File: src/rtl/vtg_pkg.sv
// Shared types and MDA default timing for the video timing generator.
package vtg_pkg;

    // Horizontal region a pixel position falls into.
    typedef enum logic [1:0] {
        ACTIVE = 2'd0,
        FP     = 2'd1,
        SYNC   = 2'd2,
        BP     = 2'd3
    } vtg_region_e;

    // Lengths of the four regions along one axis.
    typedef struct packed {
        logic [31:0] active;
        logic [31:0] fp;
        logic [31:0] sync;
        logic [31:0] bp;
    } vtg_axis_t;

    // Complete raster description.
    typedef struct packed {
        vtg_axis_t h;
        vtg_axis_t v;
    } vtg_timing_t;

    localparam int unsigned MDA_H_ACTIVE = 720;
    localparam int unsigned MDA_H_FP     = 10;
    localparam int unsigned MDA_H_SYNC   = 135;
    localparam int unsigned MDA_H_BP     = 17;
    localparam int unsigned MDA_V_ACTIVE = 350;
    localparam int unsigned MDA_V_FP     = 0;
    localparam int unsigned MDA_V_SYNC   = 16;
    localparam int unsigned MDA_V_BP     = 4;
    localparam int unsigned MDA_INC_RST  = 1396465667;

    // Total positions along one axis.
    function automatic int unsigned vtg_axis_total(input vtg_axis_t a);
        return a.active + a.fp + a.sync + a.bp;
    endfunction

endpackage

File: src/rtl/video_timing_gen_if.sv
// Increment-load inputs and raster outputs of video_timing_gen.
// ext_sync exists only when VTG_GENLOCK_EN is defined.
interface video_timing_gen_if #(
    parameter int unsigned CNT_W = 10,
    parameter int unsigned ACC_W = 32
);
    logic [ACC_W-1:0] inc_in;
    logic             inc_load;
`ifdef VTG_GENLOCK_EN
    logic             ext_sync;
`endif
    logic             pix_ce;
    logic [CNT_W-1:0] x;
    logic [CNT_W-1:0] y;
    logic             valid;
    logic             hsync;
    logic             vsync;
    logic             newline;
    logic             newframe;

    modport master (
        input  inc_in,
        input  inc_load,
`ifdef VTG_GENLOCK_EN
        input  ext_sync,
`endif
        output pix_ce,
        output x,
        output y,
        output valid,
        output hsync,
        output vsync,
        output newline,
        output newframe
    );

    modport slave (
        output inc_in,
        output inc_load,
`ifdef VTG_GENLOCK_EN
        output ext_sync,
`endif
        input  pix_ce,
        input  x,
        input  y,
        input  valid,
        input  hsync,
        input  vsync,
        input  newline,
        input  newframe
    );
endinterface

File: src/rtl/vtg_phase_acc.sv
// Phase accumulator producing the pixel clock enable. The increment is
// double-buffered: loads land in a shadow and reach the accumulator only at
// a frame start, so the pixel rate is constant within a frame.
module vtg_phase_acc
    import vtg_pkg::*;
#(
    parameter int unsigned       ACC_W   = 32,
    parameter logic [ACC_W-1:0]  INC_RST = ACC_W'(MDA_INC_RST)
) (
    input  logic             clk,
    input  logic             rst,
    input  logic [ACC_W-1:0] i_inc_in,
    input  logic             i_inc_load,
    input  logic             i_frame_start,
    output logic             o_pix_ce
);

    logic [ACC_W-1:0] r_acc;
    logic [ACC_W-1:0] r_shadow;
    logic [ACC_W-1:0] r_inc_act;
    logic             r_pix_ce;
    logic [ACC_W:0]   w_sum;

    assign w_sum = {1'b0, r_acc} + {1'b0, r_inc_act};

    // Accumulate every cycle; the carry becomes the next-cycle pixel enable.
    always_ff @(posedge clk) begin
        if (rst) begin
            r_acc     <= '0;
            r_pix_ce  <= 1'b0;
            r_shadow  <= INC_RST;
            r_inc_act <= INC_RST;
        end else begin
            r_acc    <= w_sum[ACC_W-1:0];
            r_pix_ce <= w_sum[ACC_W];
            // The active rate takes the shadow as it was before any same-cycle load.
            if (i_frame_start) begin
                r_inc_act <= r_shadow;
            end
            if (i_inc_load) begin
                r_shadow <= i_inc_in;
            end
        end
    end

    assign o_pix_ce = r_pix_ce;

endmodule

File: src/rtl/video_timing_gen.sv
// Raster timing generator: x/y counters advanced by a phase-accumulator
// pixel enable, with sync/valid decodes and line/frame start pulses.
// Optional genlock input is built when VTG_GENLOCK_EN is defined.
module video_timing_gen
    import vtg_pkg::*;
#(
    parameter int unsigned      H_ACTIVE = MDA_H_ACTIVE,
    parameter int unsigned      H_FP     = MDA_H_FP,
    parameter int unsigned      H_SYNC   = MDA_H_SYNC,
    parameter int unsigned      H_BP     = MDA_H_BP,
    parameter int unsigned      V_ACTIVE = MDA_V_ACTIVE,
    parameter int unsigned      V_FP     = MDA_V_FP,
    parameter int unsigned      V_SYNC   = MDA_V_SYNC,
    parameter int unsigned      V_BP     = MDA_V_BP,
    parameter bit               HS_POL   = 1'b1,
    parameter bit               VS_POL   = 1'b0,
    parameter int unsigned      CNT_W    = 10,
    parameter int unsigned      ACC_W    = 32,
    parameter logic [ACC_W-1:0] INC_RST  = ACC_W'(MDA_INC_RST)
) (
    input  logic               clk,
    input  logic               rst,
    video_timing_gen_if.master bus
);

    localparam vtg_timing_t TIMING = '{
        h: '{active: 32'(H_ACTIVE), fp: 32'(H_FP), sync: 32'(H_SYNC), bp: 32'(H_BP)},
        v: '{active: 32'(V_ACTIVE), fp: 32'(V_FP), sync: 32'(V_SYNC), bp: 32'(V_BP)}
    };
    localparam int unsigned H_TOT = vtg_axis_total(TIMING.h);
    localparam int unsigned V_TOT = vtg_axis_total(TIMING.v);
    localparam int unsigned CMP_W = CNT_W + 1;

    // Region boundaries, one bit wider than the counters so a full 2**CNT_W span fits.
    localparam logic [CNT_W:0] H_FP_START   = CMP_W'(H_ACTIVE);
    localparam logic [CNT_W:0] H_SYNC_START = CMP_W'(H_ACTIVE + H_FP);
    localparam logic [CNT_W:0] H_BP_START   = CMP_W'(H_ACTIVE + H_FP + H_SYNC);
    localparam logic [CNT_W:0] V_FP_START   = CMP_W'(V_ACTIVE);
    localparam logic [CNT_W:0] V_SYNC_START = CMP_W'(V_ACTIVE + V_FP);
    localparam logic [CNT_W:0] V_BP_START   = CMP_W'(V_ACTIVE + V_FP + V_SYNC);
    localparam logic [63:0]    CNT_SPAN     = 64'(1) << CNT_W;

    // Reject rasters the counters cannot represent.
    if (64'(H_TOT) > CNT_SPAN) begin : g_err_h_tot
        $error("video_timing_gen: H_TOT exceeds 2**CNT_W");
    end
    if (64'(V_TOT) > CNT_SPAN) begin : g_err_v_tot
        $error("video_timing_gen: V_TOT exceeds 2**CNT_W");
    end
    if (H_ACTIVE == 0) begin : g_err_h_active
        $error("video_timing_gen: H_ACTIVE must be non-zero");
    end
    if (V_ACTIVE == 0) begin : g_err_v_active
        $error("video_timing_gen: V_ACTIVE must be non-zero");
    end

    logic [CNT_W-1:0] r_x;
    logic [CNT_W-1:0] r_y;
    logic             r_newline;
    logic             r_newframe;
    vtg_region_e      r_hregion;

    logic [CNT_W-1:0] w_x_next;
    logic [CNT_W-1:0] w_y_next;
    logic             w_newline_next;
    logic             w_newframe_next;
    vtg_region_e      w_hregion_next;
    logic             w_pix_ce;
    logic             w_resync;
    logic             w_h_end;
    logic             w_v_end;

    // Region of a horizontal position; zero-length regions are never returned.
    function automatic vtg_region_e h_region_of(input logic [CNT_W-1:0] xv);
        logic [CNT_W:0] xw;
        xw = {1'b0, xv};
        if (xw < H_FP_START) begin
            return ACTIVE;
        end else if (xw < H_SYNC_START) begin
            return FP;
        end else if (xw < H_BP_START) begin
            return SYNC;
        end
        return BP;
    endfunction

    vtg_phase_acc #(
        .ACC_W   (ACC_W),
        .INC_RST (INC_RST)
    ) u_phase_acc (
        .clk           (clk),
        .rst           (rst),
        .i_inc_in      (bus.inc_in),
        .i_inc_load    (bus.inc_load),
        .i_frame_start (w_newframe_next),
        .o_pix_ce      (w_pix_ce)
    );

`ifdef VTG_GENLOCK_EN
    logic r_sync_pend;

    // Hold a genlock request until the next pixel tick services it.
    always_ff @(posedge clk) begin
        if (rst) begin
            r_sync_pend <= 1'b0;
        end else begin
            r_sync_pend <= (r_sync_pend & ~w_pix_ce) | bus.ext_sync;
        end
    end

    assign w_resync = w_pix_ce & r_sync_pend;
`else
    assign w_resync = 1'b0;
`endif

    assign w_h_end = (r_x == CNT_W'(H_TOT - 1));
    assign w_v_end = (r_y == CNT_W'(V_TOT - 1));

    // Counter next state; a genlock restart and a natural wrap yield the same pulse pair.
    always_comb begin
        w_x_next        = r_x;
        w_y_next        = r_y;
        w_newline_next  = 1'b0;
        w_newframe_next = 1'b0;
        if (w_pix_ce) begin
            if (w_resync) begin
                w_x_next        = '0;
                w_y_next        = '0;
                w_newline_next  = 1'b1;
                w_newframe_next = 1'b1;
            end else if (w_h_end) begin
                w_x_next       = '0;
                w_newline_next = 1'b1;
                if (w_v_end) begin
                    w_y_next        = '0;
                    w_newframe_next = 1'b1;
                end else begin
                    w_y_next = r_y + CNT_W'(1);
                end
            end else begin
                w_x_next = r_x + CNT_W'(1);
            end
        end
    end

    // Counter and pulse registers; reset leaves both start pulses asserted.
    always_ff @(posedge clk) begin
        if (rst) begin
            r_x        <= '0;
            r_y        <= '0;
            r_newline  <= 1'b1;
            r_newframe <= 1'b1;
        end else begin
            r_x        <= w_x_next;
            r_y        <= w_y_next;
            r_newline  <= w_newline_next;
            r_newframe <= w_newframe_next;
        end
    end

    // Horizontal region next state, tracking the position x is about to take.
    always_comb begin
        w_hregion_next = r_hregion;
        if (w_pix_ce) begin
            w_hregion_next = h_region_of(w_x_next);
        end
    end

    // Horizontal region state register.
    always_ff @(posedge clk) begin
        if (rst) begin
            r_hregion <= h_region_of(CNT_W'(0));
        end else begin
            r_hregion <= w_hregion_next;
        end
    end

    assign bus.pix_ce   = w_pix_ce;
    assign bus.x        = r_x;
    assign bus.y        = r_y;
    assign bus.newline  = r_newline;
    assign bus.newframe = r_newframe;
    assign bus.valid    = ({1'b0, r_x} < H_FP_START) && ({1'b0, r_y} < V_FP_START);
    assign bus.hsync    = (r_hregion == SYNC) ? HS_POL : ~HS_POL;
    assign bus.vsync    = (({1'b0, r_y} >= V_SYNC_START) && ({1'b0, r_y} < V_BP_START))
                          ? VS_POL : ~VS_POL;

endmodule

File: src/flat_wrapper.sv
// flat-port wrapper written by rule: the top's interface ports become plain ports
module video_timing_gen_flat import vtg_pkg::*;
#(
    parameter int unsigned      H_ACTIVE = MDA_H_ACTIVE,
    parameter int unsigned      H_FP     = MDA_H_FP,
    parameter int unsigned      H_SYNC   = MDA_H_SYNC,
    parameter int unsigned      H_BP     = MDA_H_BP,
    parameter int unsigned      V_ACTIVE = MDA_V_ACTIVE,
    parameter int unsigned      V_FP     = MDA_V_FP,
    parameter int unsigned      V_SYNC   = MDA_V_SYNC,
    parameter int unsigned      V_BP     = MDA_V_BP,
    parameter bit               HS_POL   = 1'b1,
    parameter bit               VS_POL   = 1'b0,
    parameter int unsigned      CNT_W    = 10,
    parameter int unsigned      ACC_W    = 32,
    parameter logic [ACC_W-1:0] INC_RST  = ACC_W'(MDA_INC_RST)
)
  (clk, rst, bus_inc_in, bus_inc_load, bus_pix_ce, bus_x, bus_y, bus_valid, bus_hsync, bus_vsync, bus_newline, bus_newframe);
  video_timing_gen_if #(.CNT_W(CNT_W), .ACC_W(ACC_W)) bus_i ();
  input  logic clk;
  input  logic rst;
  input wire logic [$bits(bus_i.inc_in)-1:0] bus_inc_in;
  input wire logic [$bits(bus_i.inc_load)-1:0] bus_inc_load;
  output wire logic [$bits(bus_i.pix_ce)-1:0] bus_pix_ce;
  output wire logic [$bits(bus_i.x)-1:0] bus_x;
  output wire logic [$bits(bus_i.y)-1:0] bus_y;
  output wire logic [$bits(bus_i.valid)-1:0] bus_valid;
  output wire logic [$bits(bus_i.hsync)-1:0] bus_hsync;
  output wire logic [$bits(bus_i.vsync)-1:0] bus_vsync;
  output wire logic [$bits(bus_i.newline)-1:0] bus_newline;
  output wire logic [$bits(bus_i.newframe)-1:0] bus_newframe;
  assign bus_i.inc_in = bus_inc_in;
  assign bus_i.inc_load = bus_inc_load;
  assign bus_pix_ce = bus_i.pix_ce;
  assign bus_x = bus_i.x;
  assign bus_y = bus_i.y;
  assign bus_valid = bus_i.valid;
  assign bus_hsync = bus_i.hsync;
  assign bus_vsync = bus_i.vsync;
  assign bus_newline = bus_i.newline;
  assign bus_newframe = bus_i.newframe;
  video_timing_gen #(.H_ACTIVE(H_ACTIVE), .H_FP(H_FP), .H_SYNC(H_SYNC), .H_BP(H_BP), .V_ACTIVE(V_ACTIVE), .V_FP(V_FP), .V_SYNC(V_SYNC), .V_BP(V_BP), .HS_POL(HS_POL), .VS_POL(VS_POL), .CNT_W(CNT_W), .ACC_W(ACC_W), .INC_RST(INC_RST)) u_core (.clk(clk), .rst(rst), .bus(bus_i));
endmodule
File: config.mk
export PLATFORM = sky130hd
export DESIGN_NAME = video_timing_gen_flat
export DESIGN_NICKNAME = d
export VERILOG_FILES = /design/src/rtl/vtg_pkg.sv /design/src/rtl/video_timing_gen_if.sv /design/src/rtl/vtg_phase_acc.sv /design/src/rtl/video_timing_gen.sv /design/src/flat_wrapper.sv
export SDC_FILE = /design/constraint.sdc
export NUM_CORES = 1
export LEC_CHECK = 0
export CAP_MARGIN = 10
export CORE_UTILIZATION = 45
export DETAILED_ROUTE_END_ITERATION = 16
export PLACE_DENSITY = 0.72
export RECOVER_POWER = 50
export SKIP_LAST_GASP = 1
export SLEW_MARGIN = 20
export SYNTH_ARGS = -nofsm -noshare
export SYNTH_HDL_FRONTEND = slang
export SYNTH_SLANG_ARGS = --single-unit
export TNS_END_PERCENT = 30
File: constraint.sdc
create_clock -name clk -period 4.23 [get_ports clk]
set_input_delay 1.269 -clock clk [delete_from_list [all_inputs] [get_ports clk]]
set_output_delay 1.269 -clock clk [all_outputs]
set_load 0.05 [all_outputs]
==> run summary, run 1 <==
======================================================================================
Root Buffer ............................................................. sky130_fd_sc_hd__clkbuf_16
Grt total ovfl ..........................................................            0
Number of pins exceeding their max-slew limit in the final report .......           38
Global-route track usage on met3 ........................................        5.18%
Number of H-tree branching levels .......................................            4
CTS buffer count ........................................................           17
Utilization after layout ................................................        57.0%
Global-route wire length before repair ..................................    22,300 um
Antenna violations before repair ........................................            0
Via density per instance ................................................         5.43
Share of final-layout standard cells stronger than drive strength 1 .....        6.13%
Slew at the pin with the worst max-slew slack ...........................      1.67 ns
Clock tree from TritonCTS ...............................................         done
Total of cells resized after clock tree synthesis .......................            0
Half-perimeter wire length of the detailed placement result .............      9080 um
Reg clk slew, reported paths ............................................      0.06 ns
Critical Path Sink Type .................................................   output pin
Clk sink count ..........................................................          121
Number of standard cells after synthesis ................................          707
Longest Clk Path Bufs ...................................................            2
Weighted congestion reported at the end of routability-driven placement .        0.867
Number of hold violations in the final report ...........................            0
Commonest non-fill, non-tap cell in the layout .......................... sky130_fd_sc_hd__dfxtp_1
Via count of the first global-routing pass ..............................        4,841
Maximum ir drop on the vdd rail .........................................   0.000277 V
Clk Latency, worst-skew pair ............................................      0.41 ns
Worst path required time ................................................      2.96 ns
Maximum number of pins on one net before global-route repair ............           74
Count of buffers added by post-CTS timing repair for setup ..............            0
DRC viols ...............................................................            0
Hold Path Stages ........................................................            2
Period minus WS final ...................................................      3.56 ns
Antenna Nets Post-Route .................................................            0
Max Clock Skew ..........................................................   0.00818 ns
Portion of synthesized cell area occupied by the leading cell type ......        40.0%
Count of standard-cell rows .............................................           41
WL final ................................................................    13,200 um
Total of warnings raised by yosys .......................................            0
Post-synth net total ....................................................          779
Die boundary width ......................................................       118 um
Starting density of the core ............................................        47.0%
Max cap viols ...........................................................            1
WL per Instance .........................................................      14.0 um
Commonest cells after routing, fill and taps aside ...................... 121 x sky130_fd_sc_hd__dfxtp_1, 96 x sky130_fd_sc_hd__nand2_1, 85 x sky130_fd_sc_hd__nor2_1
Worst setup slack after layout ..........................................     0.666 ns
Met1 Track Usage GR .....................................................        25.8%
Vertical extent of the die ..............................................       118 um
Slew margin rel. ........................................................       -11.1%
Number of optimization iterations in the first detailed-route pass ......            5
Power per cell area .....................................................  432 nW/um^2
Standby leakage power ...................................................      3.03 nW
Post-synth top area cell ................................................ sky130_fd_sc_hd__dfxtp_1
WS Path Type ............................................................   reg -> out
Routing layer with the top usage in global route ........................         met2
Data arrival time of the critical path ..................................      2.29 ns
Mean instance size in the synthesized netlist ...........................    8.55 um^2
Routed vias .............................................................        5,101
Number of diodes ........................................................            0
Number of synthesized register bits .....................................          121
Port-buffer cells .......................................................           60
Global routing met2 resource utilization ................................        30.9%
Number of nets at the end of the flow ...................................          826
Final clock period utilization by the worst path ........................        84.2%
Worst Reg2Reg Path Length in Cells ......................................            9
Outcome ................................................................. finished, violations left
Setup repair after global routing missed its margin .....................           no
Largest cells by area after synthesis ................................... sky130_fd_sc_hd__dfxtp_1 40%, sky130_fd_sc_hd__ha_1 7.4%, sky130_fd_sc_hd__nand2_1 6.0%
Fmax ....................................................................      281 MHz
Violations in the final reports ......................................... max-capacitance violations, max-slew violations
Worst Setup Slack post-DPL ..............................................      1.10 ns
Placeable core region ...................................................  12,900 um^2
Area of the die .........................................................  13,900 um^2
Number of DRC markers in iteration 0 ....................................          382
Number of distinct library cells after synthesis ........................           62
Total negative slack for setup checks ...................................         0 ns
Flip-flop cell with the highest count after synthesis ................... sky130_fd_sc_hd__dfxtp_1
Hold-fix buffer count after cts .........................................            0
GRT Overall Usage .......................................................        19.6%
Summed instance area of the synthesized netlist .........................    6050 um^2
Num ports ...............................................................           61
R2r setup slk ...........................................................      1.23 ns
Max Fanout on Critical Path .............................................            6
Startpoint Class ........................................................         flop
Post-synthesis async set-or-reset flop share ............................           0%
Portion of the post-synthesis area used by sequential elements ..........        40.0%
Number of enable flip-flop cells after synthesis ........................            0
Setup violators final ...................................................            0
P&R area growth vs syn ..................................................        21.4%
Min-delay worst type ....................................................   reg -> reg
======================================================================================
-- per-layer routing --
layer | part of all wire [%] | up-vias
li1 | - | 2577
met1 | 49 | 2374
met2 | 45 | 130
met3 | 4.7 | 20
met4 | 1.1 | 0
met5 | 0 | -
-- metrics by stage --
stage               cell area [um^2]  total power, mW  hold WS [ns]  instances
detailed placement              6730             1.71         0.446        907
finish                          7340             3.17         0.449        939
CTS                             7350             3.20         0.454        939
global route                    7340             3.31         0.471        939
global placement                6730             1.70         0.434        907
floorplan                       6050             1.60         0.422        707
-- where the power goes --
| group | internal (mW) | switching [mW] |
|---|---|---|
| Combinational | 0.205 | 0.244 |
| Sequential | 1.21 | 0.0308 |
| Clock | 0.944 | 0.539 |
| Total | 2.36 | 0.813 |
-- critical path, stage by stage (launching register included) --
cell	delay (ns)
sky130_fd_sc_hd__dfxtp_1	0.41
sky130_fd_sc_hd__nor4bb_1	0.61
sky130_fd_sc_hd__a21oi_1	0.14
sky130_fd_sc_hd__clkdlybuf4s50_1	0.73
-- synthesized netlist by cell type (all sizes together), types with 2 or more instances --
master and n:
dfxtp 121, nand2 96, nor2 87, a21oi 56
ha 36, o21ai 31, clkbuf 29, nor2b 24
mux2i 20, xor2 20, a21o 17, xnor2 17
nor3 14, a211o 13, nand4 13, nand3 12
nand3b 12, a31oi 10, inv 8, a211oi 6
and3 6, buf 6, o21a 5, o21bai 5
and4 3, mux2 3, nand2b 3, or3 3
a221oi 2, a311oi 2, a31o 2, o221ai 2
o31ai 2, or2b 2
-- cells by family after synthesis --
| group | after synthesis | synth area share, % |
|---|---|---|
| XOR/XNOR | 37 | 5.36 |
| AND/OR/NAND/NOR | 285 | 22.6 |
| flip-flops | 121 | 40.0 |
| buffers and inverters | 43 | 3.12 |
| AO/OA/AOI/OAI | 161 | 17.1 |
| adder cells (fa/ha/maj) | 37 | 7.78 |
| multiplexers | 23 | 3.93 |
-- final timing paths --
path	from	to
max	u_core.bus.y[8]$_SDFFE_PP0P_	bus_valid
min reg2reg	u_core.r_hregion[1]$_SDFFE_PP0P_	u_core.r_hregion[1]$_SDFFE_PP0P_
max reg2reg	u_core.u_phase_acc.r_inc_act[1]$_SDFFE_PP1P_	u_core.u_phase_acc.r_acc[29]$_SDFF_PP0_
min	u_core.r_hregion[1]$_SDFFE_PP0P_	u_core.r_hregion[1]$_SDFFE_PP0P_
-- final cells by class --
class                      count  area [um^2]
tap                          172          215
inverter                       8         30.0
sequential                   121         2420
fill                        1152         5540
timing repair buffer          63          624
clock inverter                14          175
clock buffer                  18          439
multi-input combinational    543         3430
-- flip-flops by register name (all words and copies together) (netlist names) --
signal / count
u_core.bus.newframe: 1
u_core.bus.newline: 1
u_core.bus.x: 10
u_core.bus.y: 10
u_core.r_hregion: 2
u_core.u_phase_acc.o_pix_ce: 1
u_core.u_phase_acc.r_acc: 32
u_core.u_phase_acc.r_inc_act: 32
u_core.u_phase_acc.r_shadow: 32
Note: power is estimated with default switching activity, not from simulation.
==> run 2, diff against run 1 <==
--- a/config.mk
+++ b/config.mk
@@ -8,7 +8,7 @@
 export CAP_MARGIN = 10
 export CORE_UTILIZATION = 45
 export DETAILED_ROUTE_END_ITERATION = 16
-export PLACE_DENSITY = 0.72
+export PLACE_DENSITY = 0.75
 export RECOVER_POWER = 50
 export SKIP_LAST_GASP = 1
 export SLEW_MARGIN = 20
==> constraint.sdc (replaced) <==
create_clock -name clk -period 3.08 [get_ports clk]
set_input_delay 0.924 -clock clk [delete_from_list [all_inputs] [get_ports clk]]
set_output_delay 0.924 -clock clk [all_outputs]
set_load 0.05 [all_outputs]
==> run 2 against run 1 <==
- the flow still finishes with violations (max-capacitance violations, max-slew violations)
- utilization shrank 0.31 points
- clock power increased by 24%
- critical path depth rose by 3
- largest cell class unchanged
- first-iteration DRC count down 33%
- flip-flop and latch count stayed put
- power is 31% higher
==> run summary, run 2 (synthesis results as in run 1) <==
======================================================================================
Commonest cells after routing, fill and taps aside ...................... 121 x sky130_fd_sc_hd__dfxtp_1, 96 x sky130_fd_sc_hd__nand2_1, 85 x sky130_fd_sc_hd__nor2_1   unchanged
Vertical extent of the die ..............................................       118 um   unchanged
Sequential power share ..................................................        41.0%   was 39.1%
Longest Clk Path Bufs ...................................................            2   unchanged
Number of non-filler instances in the completed layout ..................          944   was 939
Maximum number of pins on one net before global-route repair ............           45   was 74
DRC viols ...............................................................            0   unchanged
Num ports ...............................................................           61   unchanged
Final clock period utilization by the worst path ........................        91.3%
Clk Latency, worst-skew pair ............................................      0.41 ns   about the same
Clock tree from TritonCTS ...............................................         done   unchanged
Antenna Nets Post-Route .................................................            0   unchanged
Fmax ....................................................................      356 MHz
Count of standard-cell rows .............................................           41   unchanged
Proportion of power drawn by combinational gates ........................        15.0%   was 14.1%
Max cap viols ...........................................................            1   unchanged
Worst setup slack after layout ..........................................     0.269 ns   was 0.666 ns
WL final ................................................................    12,800 um   was 13,200 um
Commonest non-fill, non-tap cell in the layout .......................... sky130_fd_sc_hd__dfxtp_1   unchanged
Weighted congestion reported at the end of routability-driven placement .        0.860   was 0.867
Violations in the final reports ......................................... max-capacitance violations, max-slew violations   unchanged
Number of nets at the end of the flow ...................................          831   was 826
Largest registers ....................................................... u_core.u_phase_acc.r_acc x32, u_core.u_phase_acc.r_inc_act x32, u_core.u_phase_acc.r_shadow x32   unchanged
Starting density of the core ............................................        47.0%   unchanged
CTS buffer count ........................................................           17   unchanged
Via density per instance ................................................         5.39   was 5.43
DP Cell Count ...........................................................          912   was 907
Proportion of total power due to net switching ..........................        26.5%   was 25.6%
Number of hold violations in the final report ...........................            0   unchanged
Power per cell area .....................................................  570 nW/um^2   was 432 nW/um^2
Data arrival time of the critical path ..................................      1.89 ns   was 2.29 ns
Reg clk slew, reported paths ............................................      0.06 ns   about the same
Min-delay worst type ....................................................   reg -> reg   unchanged
Clk sink count ..........................................................          121   unchanged
Antenna violations before repair ........................................            0   unchanged
Internal power consumption ..............................................      3.06 mW   was 2.36 mW
Period minus WS final ...................................................      2.81 ns
Number of DRC markers in iteration 0 ....................................          255   was 382
Slew at the pin with the worst max-slew slack ...........................      1.59 ns   was 1.67 ns
Share of final-layout standard cells stronger than drive strength 1 .....        6.87%   was 6.13%
Maximum ir drop on the vdd rail .........................................   0.000405 V   was 0.000277 V
Number of optimization iterations in the first detailed-route pass ......            5   unchanged
Clock share of power ....................................................        44.0%   was 46.7%
Worst path required time ................................................      2.16 ns   was 2.96 ns
Standby leakage power ...................................................      3.01 nW   was 3.03 nW
Die boundary width ......................................................       118 um   unchanged
Number of pins exceeding their max-slew limit in the final report .......           39   was 38
Worst hold slack across all endpoints ...................................     0.448 ns   was 0.449 ns
Routed vias .............................................................        5,091   was 5,101
P&R area growth vs syn ..................................................        20.7%   was 21.4%
WL per Instance .........................................................      13.6 um   was 14.0 um
Area of the die .........................................................  13,900 um^2   unchanged
Via count of the first global-routing pass ..............................        4,788   was 4,841
Startpoint Class ........................................................         flop   unchanged
Port-buffer cells .......................................................           60   unchanged
Total negative slack for setup checks ...................................         0 ns   unchanged
Number of diodes ........................................................            0   unchanged
Root Buffer ............................................................. sky130_fd_sc_hd__clkbuf_16   unchanged
Switching power of the nets .............................................      1.10 mW   was 0.813 mW
Worst Setup Slack post-DPL ..............................................     0.415 ns   was 1.10 ns
Setup repair after global routing missed its margin .....................           no   unchanged
Outcome ................................................................. finished, violations left   unchanged
Max Clock Skew ..........................................................   0.00792 ns   was 0.00818 ns
Critical Path Sink Type .................................................   output pin   unchanged
GRT Overall Usage .......................................................        19.2%   was 19.6%
Setup violators final ...................................................            0   unchanged
Half-perimeter wire length of the detailed placement result .............      9040 um   was 9080 um
WS Path Type ............................................................   reg -> out   unchanged
Number of H-tree branching levels .......................................            4   unchanged
Max Fanout on Critical Path .............................................            7   was 6
Slew margin rel. ........................................................       -5.87%   was -11.1%
Utilization after layout ................................................        56.7%   was 57.0%
Placeable core region ...................................................  12,900 um^2   unchanged
Grt total ovfl ..........................................................            0   unchanged
Global-route wire length before repair ..................................    22,100 um   was 22,300 um
======================================================================================
[run 2: worst paths after layout]
| kind | start | endpoint | slack (ns) | cells past startpoint |
|---|---|---|---|---|
| setup / recovery | u_core.bus.x[5]$_SDFF_PP0_ | bus_valid | 0.27 | 6 |
| hold / removal | u_core.r_hregion[1]$_SDFFE_PP0P_ | u_core.r_hregion[1]$_SDFFE_PP0P_ | 0.45 | 2 |
| setup reg to reg | u_core.u_phase_acc.r_acc[1]$_SDFF_PP0_ | u_core.u_phase_acc.r_acc[23]$_SDFF_PP0_ | 0.42 | 10 |
| hold reg to reg | u_core.r_hregion[1]$_SDFFE_PP0P_ | u_core.r_hregion[1]$_SDFFE_PP0P_ | 0.45 | 2 |
[run 2: final cells by class]
type / count / area [um^2]
clock inverter: 15 / 130
timing repair buffer: 68 / 643
sequential: 121 / 2420
inverter: 8 / 30.0
clock buffer: 17 / 425
multi-input combinational: 543 / 3430
tap: 172 / 215
fill: 1131 / 5580
[run 2: power groups by stage]
stage	Sequential [mW]	Combinational [mW]	Clock, mW
6_report	1.71	0.623	1.83
5_1_grt	1.72	0.699	1.95
4_1_cts	1.71	0.622	1.86
3_5_place_dp	1.74	0.617	0
3_3_place_gp	1.73	0.599	0
2_1_floorplan	1.74	0.453	0
[run 2: worst max-delay path: stages (launching register included)]
cell and delay (ns):
sky130_fd_sc_hd__dfxtp_1 0.39, sky130_fd_sc_hd__nor2_1 0.18, sky130_fd_sc_hd__nor2_1 0.05, sky130_fd_sc_hd__o21ai_0 0.15, sky130_fd_sc_hd__nand2_1 0.06, sky130_fd_sc_hd__a21oi_1 0.10
sky130_fd_sc_hd__dlygate4sd2_1 0.54
[run 2: timing repair]
action / CTS / global route
resized for setup: 1 / 1
hold buffers: 0 / 0
setup endpoints to repair: 1 / 1
buffers inserted: 0 / 0
pin swaps: 0 / 0
[run 2: metal layers]
| layer | GRT usage, % | vias up | share of wire [%] |
|---|---|---|---|
| met5 | 0 | - | 0 |
| met4 | 7.29 | 0 | 0.86 |
| met3 | 4.22 | 8 | 4.7 |
| met2 | 30.1 | 149 | 44 |
| met1 | 25.8 | 2355 | 50 |
| li1 | - | 2579 | - |
[run 2: stage by stage]
| stage | cell area [um^2] | power (mW) |
|---|---|---|
| finish | 7300 | 4.16 |
| global route | 7300 | 4.36 |
| CTS | 7310 | 4.19 |
| detailed placement | 6760 | 2.36 |
| global placement | 6760 | 2.33 |
| floorplan | 6050 | 2.19 |
==> RTL change: new RTL, config.mk and constraints of run 2 <==
`ACC_W` is set to 32 in 4 places; all go to 48.
--- a/src/rtl/video_timing_gen_if.sv
+++ b/src/rtl/video_timing_gen_if.sv
@@ -4,3 +4,3 @@
     parameter int unsigned CNT_W = 10,
-    parameter int unsigned ACC_W = 32
+    parameter int unsigned ACC_W = 48
 );
--- a/src/rtl/vtg_phase_acc.sv
+++ b/src/rtl/vtg_phase_acc.sv
@@ -6,3 +6,3 @@
 #(
-    parameter int unsigned       ACC_W   = 32,
+    parameter int unsigned       ACC_W   = 48,
     parameter logic [ACC_W-1:0]  INC_RST = ACC_W'(MDA_INC_RST)
--- a/src/rtl/video_timing_gen.sv
+++ b/src/rtl/video_timing_gen.sv
@@ -17,3 +17,3 @@
     parameter int unsigned      CNT_W    = 10,
-    parameter int unsigned      ACC_W    = 32,
+    parameter int unsigned      ACC_W    = 48,
     parameter logic [ACC_W-1:0] INC_RST  = ACC_W'(MDA_INC_RST)
--- a/src/flat_wrapper.sv
+++ b/src/flat_wrapper.sv
@@ -14,3 +14,3 @@
     parameter int unsigned      CNT_W    = 10,
-    parameter int unsigned      ACC_W    = 32,
+    parameter int unsigned      ACC_W    = 48,
     parameter logic [ACC_W-1:0] INC_RST  = ACC_W'(MDA_INC_RST)
Ports: changed (resized bus_inc_in); port bits go from 61 to 77. No check against the original RTL was run, so the function may have changed too.
==> RTL change against run 2 <==
Synthesized cell count up 45%. Sequential cell count up 48. Non-clock buffer count rose by 18. Clock power up 9%. The flow still finishes with violations (capacitance limit, slew limit). Core utilization is 3.1 points lower. Routed wire length up 46%. Worst setup slack worse by 0.088 ns. Critical endpoint unchanged. Design area up 37%. Critical path type unchanged. Area after synthesis up 42%. Total power up 22%.
==> RTL change: results <==
[place]
place_congestion = 0.872
port_buffers = 76
hpwlAfterDp_um = 13300
dpl-instance-area_um2 = 9510

[routing]
vias_per_cell = 5.36
drt_iter0_drc = 536
wl_per_cell_um = 14.2
first_pass_iters = 5

[critical_path]
cp_max_fo = 7
rrSetupSlack_ns = 0.18
arrival_ns = 1.98
critPathMaxStageDelay_ns = 0.53
slowest_stage = dlygate4sd2_1

[clock_tree]
clk_path_buf_depth = 2
clock_latency_ns = 0.43
post_cts_buffers = 0
ctsResizeCount = 1
clk_pin_slew_ns = 0.07
cts_buffers = 17
root_buffer = clkbuf_16
htreeDepth = 4

[yosys]
synth_nets = 1129
synth_top_area_share_pct = 39.3
yosysSeqAreaShare_pct = 39.3
synth_area_leaders = dfxtp_1, ha_1, nand2_1, a21oi_1, nor2_1
ys_top_cells_by_count = dfxtp_1, nand2_1, nor2_1
ys_warn_count = 0
synth-async-reset-ratio_pct = 0
ys.flop_type = dfxtp_1
ys_types = 69

[layout]
nNetsFinal = 1182
diodes = 0
drive_gt1_share_pct = 5.50
fillerInstances = 1740
biggestRegsByFlops = u_core.u_phase_acc.r_acc x48, u_core.u_phase_acc.r_inc_act x48, u_core.u_phase_acc.r_shadow x48

[sta]
skew_ns = 0.00993
drv_slew = 61
relSlewSlack_pct = -12.0
hold_slack_ns = 0.449

[global_route]
grt_pass1_vias = 6700
track_usage_pct = 20.2
grt_pass1_wl_um = 32300
antenna_found_initial = 0
grt_max_degree = 61

[pwr]
leakagePower_nw = 4.13
internal-power_w = 0.00368
peakVddDrop_mv = 0.343

[min_path]
hold_path.class = reg2reg

[run]
drv_cap = 1

[outcome]
status = finished with violations
violations = capacitance limit, slew limit
RTL change: critical path, delay by kind of cell (launching register included):
kind / cells / cell delay [ns]
AOI/OAI and AO/OA: 3 / 0.56
buffers and inverters: 1 / 0.53
and+or+nand+nor: 1 / 0.08
DFF: 1 / 0.37
RTL change: metal layers:
layer | vias to the layer above | global-route usage, % | wire [um]
li1 | 3658 | - | -
met1 | 3295 | 28.3 | 9490
met2 | 114 | 31.1 | 8360
met3 | 25 | 4.10 | 627
met4 | 0 | 6.07 | 267
met5 | - | 0 | 0
RTL change: area by class of cell:
type | instances | share of cell area [%]
multi-input combinational | 788 | 48.9
inverter | 16 | 0.599
tap | 234 | 2.92
sequential | 169 | 33.8
timing repair buffer | 86 | 8.44
clock buffer | 17 | 4.24
clock inverter | 14 | 1.16
RTL change: final timing paths:
kind,start,to,cells past startpoint
worst max-delay path,u_core.bus.x[4]$_SDFF_PP0_,bus_valid,5
worst min-delay path,u_core.u_phase_acc.r_shadow[11]$_SDFFE_PP0P_,u_core.u_phase_acc.r_inc_act[11]$_SDFFE_PP0P_,2
worst max register to register,u_core.u_phase_acc.r_inc_act[0]$_SDFFE_PP1P_,u_core.u_phase_acc.r_acc[46]$_SDFF_PP0_,11
worst min register to register,u_core.u_phase_acc.r_shadow[11]$_SDFFE_PP0P_,u_core.u_phase_acc.r_inc_act[11]$_SDFFE_PP0P_,2
RTL change: power groups by stage:
stage / sequential [W] / combinational, W / clock [W]
floorplan: 0.00237 / 0.000558 / 0
global placement: 0.00238 / 0.000755 / 0
detailed placement: 0.00238 / 0.000763 / 0
CTS: 0.00233 / 0.000767 / 0.00203
global route: 0.00234 / 0.000862 / 0.00213
finish: 0.00233 / 0.000774 / 0.00199
RTL change: kinds of logic (layout without fill, tap and decap cells):
family,count (synthesis),in the layout,share of synthesized area [%]
AND/OR/NAND/NOR,406,406,21.9
AO/OA/AOI/OAI,234,234,17.0
flip-flops,169,169,39.3
buffers and inverters,68,133,3.68
adder cells (fa/ha/maj),53,53,7.79
XOR/XNOR,53,53,5.39
multiplexers,42,42,4.94
RTL change: stage by stage:
stage	TNS [ns]	util [%]	instances	setup slack, ns
final	0	53.6	1324	0.181
after detailed placement	0	50.8	1293	0.203
after floorplan	0	-	1025	0.371
after CTS	-0.0707	53.7	1324	-0.0707
after global placement	0	50.8	1293	0.253
after global routing	-0.0252	53.6	1324	-0.0252
